### src/rtl/flash_erase_sequencer.sv
// Sector-erase sequencer for the SPI flash interface: WREN, sector erase, then RDSR polling.
// Optional low-sector write protection is enabled with `define FLASH_SEQ_PROTECT_EN.
module flash_erase_sequencer #(
    parameter logic [7:0]  ERASE_OPCODE   = 8'hD8,
    parameter int unsigned POLL_GAP       = 1024,
    parameter logic [15:0] MAX_POLLS      = 16'd60000,
    parameter int unsigned ACK_TIMEOUT    = 4096,
    parameter logic [7:0]  PROTECT_SECTOR = 8'd16
) (
    input  logic        clk,
    input  logic        reset,
    input  logic        start,
    input  logic [23:0] erase_addr,
    output logic        busy,
    output logic        done,
    output logic        error,
    output logic [1:0]  error_code,
    output logic [7:0]  status_last,
    output logic [15:0] poll_count,
    output logic [8:0]  flash_wr_nBytes,
    output logic [8:0]  flash_rd_nBytes,
    output logic        flash_cmd_strobe,
    input  logic        flash_cmd_ack,
    output logic        wbuf_wr_en,
    output logic [6:0]  wbuf_wr_addr,
    output logic [31:0] wbuf_data,
    output logic        rbuf_rd_en,
    output logic [6:0]  rbuf_rd_addr,
    input  logic [31:0] rbuf_data
);

    typedef enum logic [3:0] {
        StIdle, StLdWren, StLdErase, StLdRdsr, StIssue, StRelease,
        StRdSr, StChkSr, StGap, StDone, StErr
    } state_e;

    typedef enum logic [1:0] {PhWren, PhErase, PhRdsr} phase_e;

    localparam int unsigned AckW = $clog2(ACK_TIMEOUT + 1);
    localparam int unsigned GapW = $clog2(POLL_GAP + 1);
    localparam logic [AckW-1:0] AckLast = AckW'(ACK_TIMEOUT - 1);
    localparam logic [GapW-1:0] GapLast = GapW'(POLL_GAP - 1);

    state_e          state_q, state_d;
    phase_e          phase_q, phase_d;
    logic [23:0]     addr_q, addr_d;
    logic            busy_q, busy_d;
    logic            error_q, error_d;
    logic [1:0]      code_q, code_d;
    logic [7:0]      status_q, status_d;
    logic [15:0]     poll_q, poll_d;
    logic [8:0]      wr_nbytes_q, wr_nbytes_d;
    logic [8:0]      rd_nbytes_q, rd_nbytes_d;
    logic [AckW-1:0] ack_cnt_q, ack_cnt_d;
    logic [GapW-1:0] gap_cnt_q, gap_cnt_d;
    logic            ack_meta_q, ack_s_q;

    always_ff @(posedge clk or posedge reset) begin
        if (reset) begin
            state_q     <= StIdle;
            phase_q     <= PhWren;
            addr_q      <= '0;
            busy_q      <= 1'b0;
            error_q     <= 1'b0;
            code_q      <= '0;
            status_q    <= '0;
            poll_q      <= '0;
            wr_nbytes_q <= '0;
            rd_nbytes_q <= '0;
            ack_cnt_q   <= '0;
            gap_cnt_q   <= '0;
            ack_meta_q  <= 1'b0;
            ack_s_q     <= 1'b0;
        end else begin
            state_q     <= state_d;
            phase_q     <= phase_d;
            addr_q      <= addr_d;
            busy_q      <= busy_d;
            error_q     <= error_d;
            code_q      <= code_d;
            status_q    <= status_d;
            poll_q      <= poll_d;
            wr_nbytes_q <= wr_nbytes_d;
            rd_nbytes_q <= rd_nbytes_d;
            ack_cnt_q   <= ack_cnt_d;
            gap_cnt_q   <= gap_cnt_d;
            ack_meta_q  <= flash_cmd_ack;
            ack_s_q     <= ack_meta_q;
        end
    end

    always_comb begin
        state_d          = state_q;
        phase_d          = phase_q;
        addr_d           = addr_q;
        busy_d           = busy_q;
        error_d          = error_q;
        code_d           = code_q;
        status_d         = status_q;
        poll_d           = poll_q;
        wr_nbytes_d      = wr_nbytes_q;
        rd_nbytes_d      = rd_nbytes_q;
        ack_cnt_d        = ack_cnt_q;
        gap_cnt_d        = gap_cnt_q;
        wbuf_wr_en       = 1'b0;
        wbuf_data        = '0;
        rbuf_rd_en       = 1'b0;
        flash_cmd_strobe = 1'b0;
        done             = 1'b0;

        unique case (state_q)
            StIdle: begin
                if (start) begin
                    addr_d  = erase_addr;
                    error_d = 1'b0;
                    code_d  = 2'd0;
                    poll_d  = '0;
                    busy_d  = 1'b1;
                    state_d = StLdWren;
`ifdef FLASH_SEQ_PROTECT_EN
                    // Sectors below PROTECT_SECTOR hold the golden image
                    if (erase_addr[23:16] < PROTECT_SECTOR) begin
                        code_d  = 2'd3;
                        state_d = StErr;
                    end
`endif
                end
            end
            StLdWren: begin
                wbuf_wr_en  = 1'b1;
                wbuf_data   = {8'h06, 24'h0};
                wr_nbytes_d = 9'd1;
                rd_nbytes_d = 9'd0;
                phase_d     = PhWren;
                ack_cnt_d   = '0;
                state_d     = StIssue;
            end
            StLdErase: begin
                wbuf_wr_en  = 1'b1;
                wbuf_data   = {ERASE_OPCODE, addr_q};
                wr_nbytes_d = 9'd4;
                rd_nbytes_d = 9'd0;
                phase_d     = PhErase;
                ack_cnt_d   = '0;
                state_d     = StIssue;
            end
            StLdRdsr: begin
                wbuf_wr_en  = 1'b1;
                wbuf_data   = {8'h05, 24'h0};
                wr_nbytes_d = 9'd1;
                rd_nbytes_d = 9'd1;
                phase_d     = PhRdsr;
                if (poll_q != 16'hFFFF) poll_d = poll_q + 16'd1;
                ack_cnt_d   = '0;
                state_d     = StIssue;
            end
            StIssue: begin
                flash_cmd_strobe = 1'b1;
                if (ack_s_q) begin
                    ack_cnt_d = '0;
                    state_d   = StRelease;
                end else if (ack_cnt_q == AckLast) begin
                    code_d  = 2'd1;
                    state_d = StErr;
                end else begin
                    ack_cnt_d = ack_cnt_q + 1'b1;
                end
            end
            StRelease: begin
                if (!ack_s_q) begin
                    unique case (phase_q)
                        PhWren:  state_d = StLdErase;
                        PhErase: state_d = StLdRdsr;
                        default: state_d = StRdSr;
                    endcase
                end else if (ack_cnt_q == AckLast) begin
                    code_d  = 2'd1;
                    state_d = StErr;
                end else begin
                    ack_cnt_d = ack_cnt_q + 1'b1;
                end
            end
            StRdSr: begin
                rbuf_rd_en = 1'b1;
                state_d    = StChkSr;
            end
            StChkSr: begin
                status_d = rbuf_data[31:24];
                if (!rbuf_data[24]) begin
                    state_d = StDone;
                end else if (poll_q == MAX_POLLS) begin
                    code_d  = 2'd2;
                    state_d = StErr;
                end else begin
                    gap_cnt_d = '0;
                    state_d   = StGap;
                end
            end
            StGap: begin
                if (gap_cnt_q == GapLast) state_d = StLdRdsr;
                else gap_cnt_d = gap_cnt_q + 1'b1;
            end
            StDone: begin
                done    = 1'b1;
                busy_d  = 1'b0;
                state_d = StIdle;
            end
            StErr: begin
                error_d = 1'b1;
                busy_d  = 1'b0;
                state_d = StIdle;
            end
            default: state_d = StIdle;
        endcase
    end

    // Byte counts take their new value during the LD_* cycle and then hold
    assign flash_wr_nBytes = wr_nbytes_d;
    assign flash_rd_nBytes = rd_nbytes_d;
    assign wbuf_wr_addr    = 7'd0;
    assign rbuf_rd_addr    = 7'd0;
    assign busy            = busy_q;
    assign error           = error_q;
    assign error_code      = code_q;
    assign status_last     = status_q;
    assign poll_count      = poll_q;

    logic unused_rbuf;
    assign unused_rbuf = ^rbuf_data[23:0];
`ifndef FLASH_SEQ_PROTECT_EN
    logic unused_protect;
    assign unused_protect = ^PROTECT_SECTOR;
`endif

endmodule
### config.mk
export PLATFORM = sky130hd
export DESIGN_NAME = flash_erase_sequencer
export DESIGN_NICKNAME = d
export VERILOG_FILES = /design/src/rtl/flash_erase_sequencer.sv
export SDC_FILE = /design/constraint.sdc
export NUM_CORES = 1
export LEC_CHECK = 0
export CAP_MARGIN = 10
export CORE_ASPECT_RATIO = 1.25
export CORE_UTILIZATION = 30
export DETAILED_ROUTE_END_ITERATION = 10
export DONT_BUFFER_PORTS = 1
export PLACE_DENSITY = 0.53
export SLEW_MARGIN = 15
export SYNTH_ARGS = -nofsm -noshare
export SYNTH_HDL_FRONTEND = slang
export SYNTH_SLANG_ARGS = --single-unit
export TNS_END_PERCENT = 1
### constraint.sdc
create_clock -name clk -period 7.42 [get_ports clk]
set_clock_uncertainty 0.05 [all_clocks]
set_input_delay 0.742 -clock clk [delete_from_list [all_inputs] [get_ports clk]]
set_output_delay 0.742 -clock clk [all_outputs]
set_load 0.02 [all_outputs]
; After elaboration in Yosys (flattened, before gate mapping)
; Index checks and enable logic that the tools add are counted.
[word_totals]
ff_bits = 102
in_bits = 60
output_inout_bits = 96
[classes]
add_sub_neg = 3
eq_ne = 24
mux = 39
reduce_logical = 21
[ops]
columns = cell, n
row1 = 32-bit case mux with 3 select lines, 1
row2 = 13-bit 2-to-1 mux, 3
row3 = 13-bit case mux with 3 select lines, 1
row4 = 9-bit case mux with 2 select lines, 2
row5 = 11-bit 2-to-1 mux, 3
row6 = 16-bit 2-to-1 mux, 2
row7 = 16-bit case mux with 2 select lines, 1
row8 = 4-bit case mux with 7 select lines, 1
row9 = 11-bit case mux with 2 select lines, 1
row10 = 4-bit 2-to-1 mux, 5
row11 = 2-bit != test (second input constant), 9
row12 = 16-bit by 1-bit adder with 16-bit output (second input constant), 1
row13 = 16-bit equality test (second input constant), 1
row14 = 4-bit by 3-bit equality test with 1-bit output (second input constant), 4
row15 = 2-bit 2-to-1 mux, 8
row16 = 16-bit != test (second input constant), 1
row17 = 13-bit by 1-bit adder with 13-bit output (second input constant), 1
row18 = 13-bit by 12-bit equality test with 1-bit output (second input constant), 1
row19 = 4-bit equality test (second input constant), 3
row20 = 11-bit by 1-bit adder with 11-bit output (second input constant), 1
row21 = 11-bit by 10-bit equality test with 1-bit output (second input constant), 1
row22 = 2-bit AND reduction, 5
row23 = 4-bit by 2-bit equality test with 1-bit output (second input constant), 2
row24 = 2-bit case mux with 4 select lines, 1
row25 = other kinds (16), 28

; Longest topological paths before layout
[depth]
depth_word = 4
mapped_depth = 8
mapped_depth_nobuf = 7

; Worst setup path before layout
; No wires, ideal clock.
[synth_timing]
kind = flip-flop to output port
startpoint = register state_q[3]
endpoint = output port wbuf_data[12]
t_arrival_ps = 1917
required_time_ps = 6628
slack_ps = 4711
path_stages_with_launch = 6
path_cell_list = dfrtp_1 buf_2 clkbuf_1 nor3_1 clkbuf_1 and2_1
[synth_via]
elab_chain_cells = 2
elab_cells_between_ends = 4
cone_classes = 3 x eq/ne / 1 x mux
[synth_rtl]
columns = element, line
row1 = "start, declared", 44  ; state_e state_q, state_d;
row2 = "start signal, assigned", 60  ; state_q <= StIdle;
row3 = "start signal, assigned", 75  ; state_q <= state_d;
row4 = 4-bit by 2-bit equality test with 1-bit output or 4-bit by 1-bit equality test with 1-bit output (tied branches), 111  ; unique case (state_q)
row5 = 32-bit case mux with 3 select lines *, 111
row6 = "end, declared", 26  ; output logic [31:0] wbuf_data,
; Every way passes the cells marked *; elsewhere a longest branch is shown, timed or not.

; Worst setup path in the final report
[layout_timing]
startpoint = register state_q[1]
endpoint = output port wbuf_data[11]
; The elaborated chain is that of the path after synthesis.

==> reports/qor.yml <==
cts:
  cts_buffers: 9
  cts-resized-gates: 0
  clk_path_buf_depth: 2
  cts_root_buffer: "clkbuf_16"
  post_cts_buffers: 0
  cts_hold_buf: 0
  clk_pin_slew_worst_paths_ns: 0.07
  clock-sinks: 102
  cts_tree: "done"
  htree_levels: 3
  insertion_delay_ns: 0.34
critical_path:
  critical_path_arrival_ns: 2.30
  required_ns: 6.63
  end_kind: "output port"
  worstSetupPathType: "flip-flop to output port"
  critPathMaxFanout: 31
  critPathLaunchType: "flip-flop"
floorplanning:
  die_h_um: 146.0
  core-area_um2: 16200
  die_x_um: 117.2
  rows: 52
  start_util: 0.3072
  num_io_pins: 156
  dieArea_um2: 17110
grt:
  grtUsageTotal: 0.1401
  grt_remaining_overflow: 0
  grt_max_degree: 73
  grt_first_pass_wirelength_um: 18610
  antenna_found_initial: 0
  grt_pass1_vias: 3522
routing:
  firstDrtPassIters: 4
  drc_errors: 0
  routed_wl_um: 11250
  avgViaCountPerCell: 4.841
  final_antenna_net_count: 0
  wl_per_cell_um: 15.38
  vias: 3539
  drt_iter0_markers: 141
timing:
  rsz0062_at_grt: "false"
  max_freq_mhz: 323.6
  hold_violations: 0
  drv_slew: 0
  tightest_slew_ns: 0.8976
  min_period_ns: 3.090
  setup_viol: 0
  maxSlewHeadroom: 0.4016
  layout_setup_ws_ns: 4.330
  hold_slack_ns: 0.2009
  period_share: 0.4165
  setup_tns_ns: 0
power:
  peakVddDrop_v: 0.0001514
  p_leak_nw: 2.505
  sequentialPowerShare: 0.496
  intPower_mw: 1.195
  p_sw_frac: 0.3860
  switchingPower_mw: 0.7512
  p_comb_frac: 0.246
  pwr-share-clk: 0.258
  power_density_nw_per_um2: 359.0
logic_synthesis:
  muxShareOfSynthArea: 0.02992
  synth-edff-count: 0
  yosys_warnings: 0
  synth_seq_cells: 102
  synth_compound_area_frac: 0.07895
  syn_inst: 522
  async_reset_ff_frac: 1.000
  synthXorXnorAreaFrac: 0.02816
  synthAdderAreaFrac: 0.01006
  syn_avg_cell_area_um2: 9.533
  synth_top_family_by_area: "simple AND/OR/NAND/NOR gates"
  yosysSeqAreaShare: 0.5129
  synth_flop_cell: "dfrtp_1"
  ys_types: 59
  synth_simple_gate_area_frac: 0.2841
  syn_area_um2: 4976
placed_design:
  place_area_um2: 5104
  place_ws_ns: 4.707
  io_buffers: 0
  dpl.hpwl_um: 8009
  place_congestion: 0.8002
finish:
  postLayoutCellArea_um2: 5420
  drive_above_1_share: 0.06602
  final.fill_count: 1662
  n_antenna_cell: 0
  nets: 574
  synthToLayoutAreaGrowth_pct: 8.926
run_status:
  status: "finished, final reports clean"
run:
  maxCapViolCount: 0
min_path:
  hp-class: "primary input to asynchronous set/reset pin"
==> cell usage in the layout (no fill, tap or decap), types with 4 or more instances in the layout <==
master / synthesis / routed
dfrtp_1: 102 / 102
nand2_1: 99 / 99
and2_1: 41 / 41
nor2_1: 36 / 36
nand3_1: 19 / 19
a21oi_1: 16 / 16
conb_1: 1 / 15
nand4_1: 14 / 14
o21ai_0: 14 / 14
xor2_1: 11 / 11
or3_1: 10 / 10
clkbuf_16: 0 / 9
inv_1: 9 / 8
and3_1: 8 / 8
mux2i_1: 7 / 7
nor3_1: 8 / 7
mux2_2: 7 / 7
and4_1: 6 / 6
nor2b_1: 6 / 6
xnor2_1: 5 / 5
nand2b_1: 5 / 5
buf_4: 18 / 5
nor3b_1: 4 / 4
ha_1: 4 / 4
==> power by group through the flow <==
stage | Combinational (mW) | Clock [mW] | Sequential, mW
6_report | 0.479 | 0.502 | 0.965
5_1_grt | 0.543 | 0.547 | 0.995
4_1_cts | 0.486 | 0.520 | 0.966
3_5_place_dp | 0.485 | 0 | 0.974
3_3_place_gp | 0.472 | 0 | 0.966
2_1_floorplan | 0.443 | 0 | 0.889
==> worst paths after layout <==
kind	start	end	slack, ns	cells after the start
min reg2reg	ack_meta_q	ack_s_q	0.31	0
max reg2reg	state_q[1]	poll_count[15]	4.70	5
min in group clk	ack_meta_q	ack_s_q	0.31	0
max in group asynchronous	reset	ack_cnt_q[4]	5.88	2
min	reset	status_last[5]	0.20	1
max	state_q[1]	wbuf_data[11]	4.33	4
==> state kept, by name (all words and copies together), names as in the netlist, 4 cells and up <==
signal,count
ack_cnt_q,13
addr_q,24
gap_cnt_q,11
poll_count,16
rd_nbytes_q,9
state_q,4
status_last,8
wr_nbytes_q,9
==> cells in the mapped netlist (7+ instances only) <==
cell      number  area [um2]
dfrtp_1      102        2552
buf_4         18       135.1
mux2i_1        7       70.07
xor2_1        11       96.34
a21oi_1       16       80.08
inv_1          9       33.78
nor3_1         8       40.04
mux2_2         7       78.83
or3_1         10       62.56
and2_1        41       256.5
and3_1         8       50.05
clkbuf_1      15       56.30
nor2_1        36       135.1
o21ai_0       14       70.07
nand4_1       14       87.58
nand2_1       99       371.6
nand3_1       19       95.09
==> worst max-delay path: stages, from the launching register on <==
cell      delay [ns]
dfrtp_1         0.85
nand2b_1        0.18
nor3_2          0.15
buf_4           0.41
and2_1          0.34
==> stage by stage <==
| stage | util | std cells | power, mW |
|---|---|---|---|
| global route | 0.3346 | 731 | 2.085 |
| global placement | 0.3150 | 715 | 1.438 |
| detailed placement | 0.3150 | 715 | 1.459 |
| finish | 0.3346 | 731 | 1.946 |
| floorplan | - | 536 | 1.333 |
| CTS | 0.3346 | 731 | 1.973 |
==> per-layer routing <==
| metal | share of wire | vias up | GRT usage |
|---|---|---|---|
| met5 | 0 | - | 0 |
| met4 | 0.017 | 0 | 0.04810 |
| met3 | 0.049 | 11 | 0.03915 |
| met2 | 0.50 | 69 | 0.2297 |
| met1 | 0.44 | 1724 | 0.1748 |
| li1 | - | 1735 | - |
==> area by class of cell <==
type                       instances  area, um2  area share
clock buffer                      11      232.7     0.04294
clock inverter                     5      83.83     0.01547
inverter                           9      36.28    0.006694
multi-input combinational        383       2207      0.4072
sequential                       102       2552      0.4709
tap                              216      270.3     0.04986
timing repair buffer               5      37.54    0.006925
==> kinds of logic (layout without fill, tap and decap cells) <==
family	after synthesis	after routing
and+or+nand+nor	275	275
AOI/OAI and AO/OA	59	59
other	1	15
xor gates and xnor gates	16	16
muxes	14	14
adders and majority gates	4	4
buffers and inverters	51	30
DFF	102	102
Note: power is estimated with default switching activity, not from simulation.
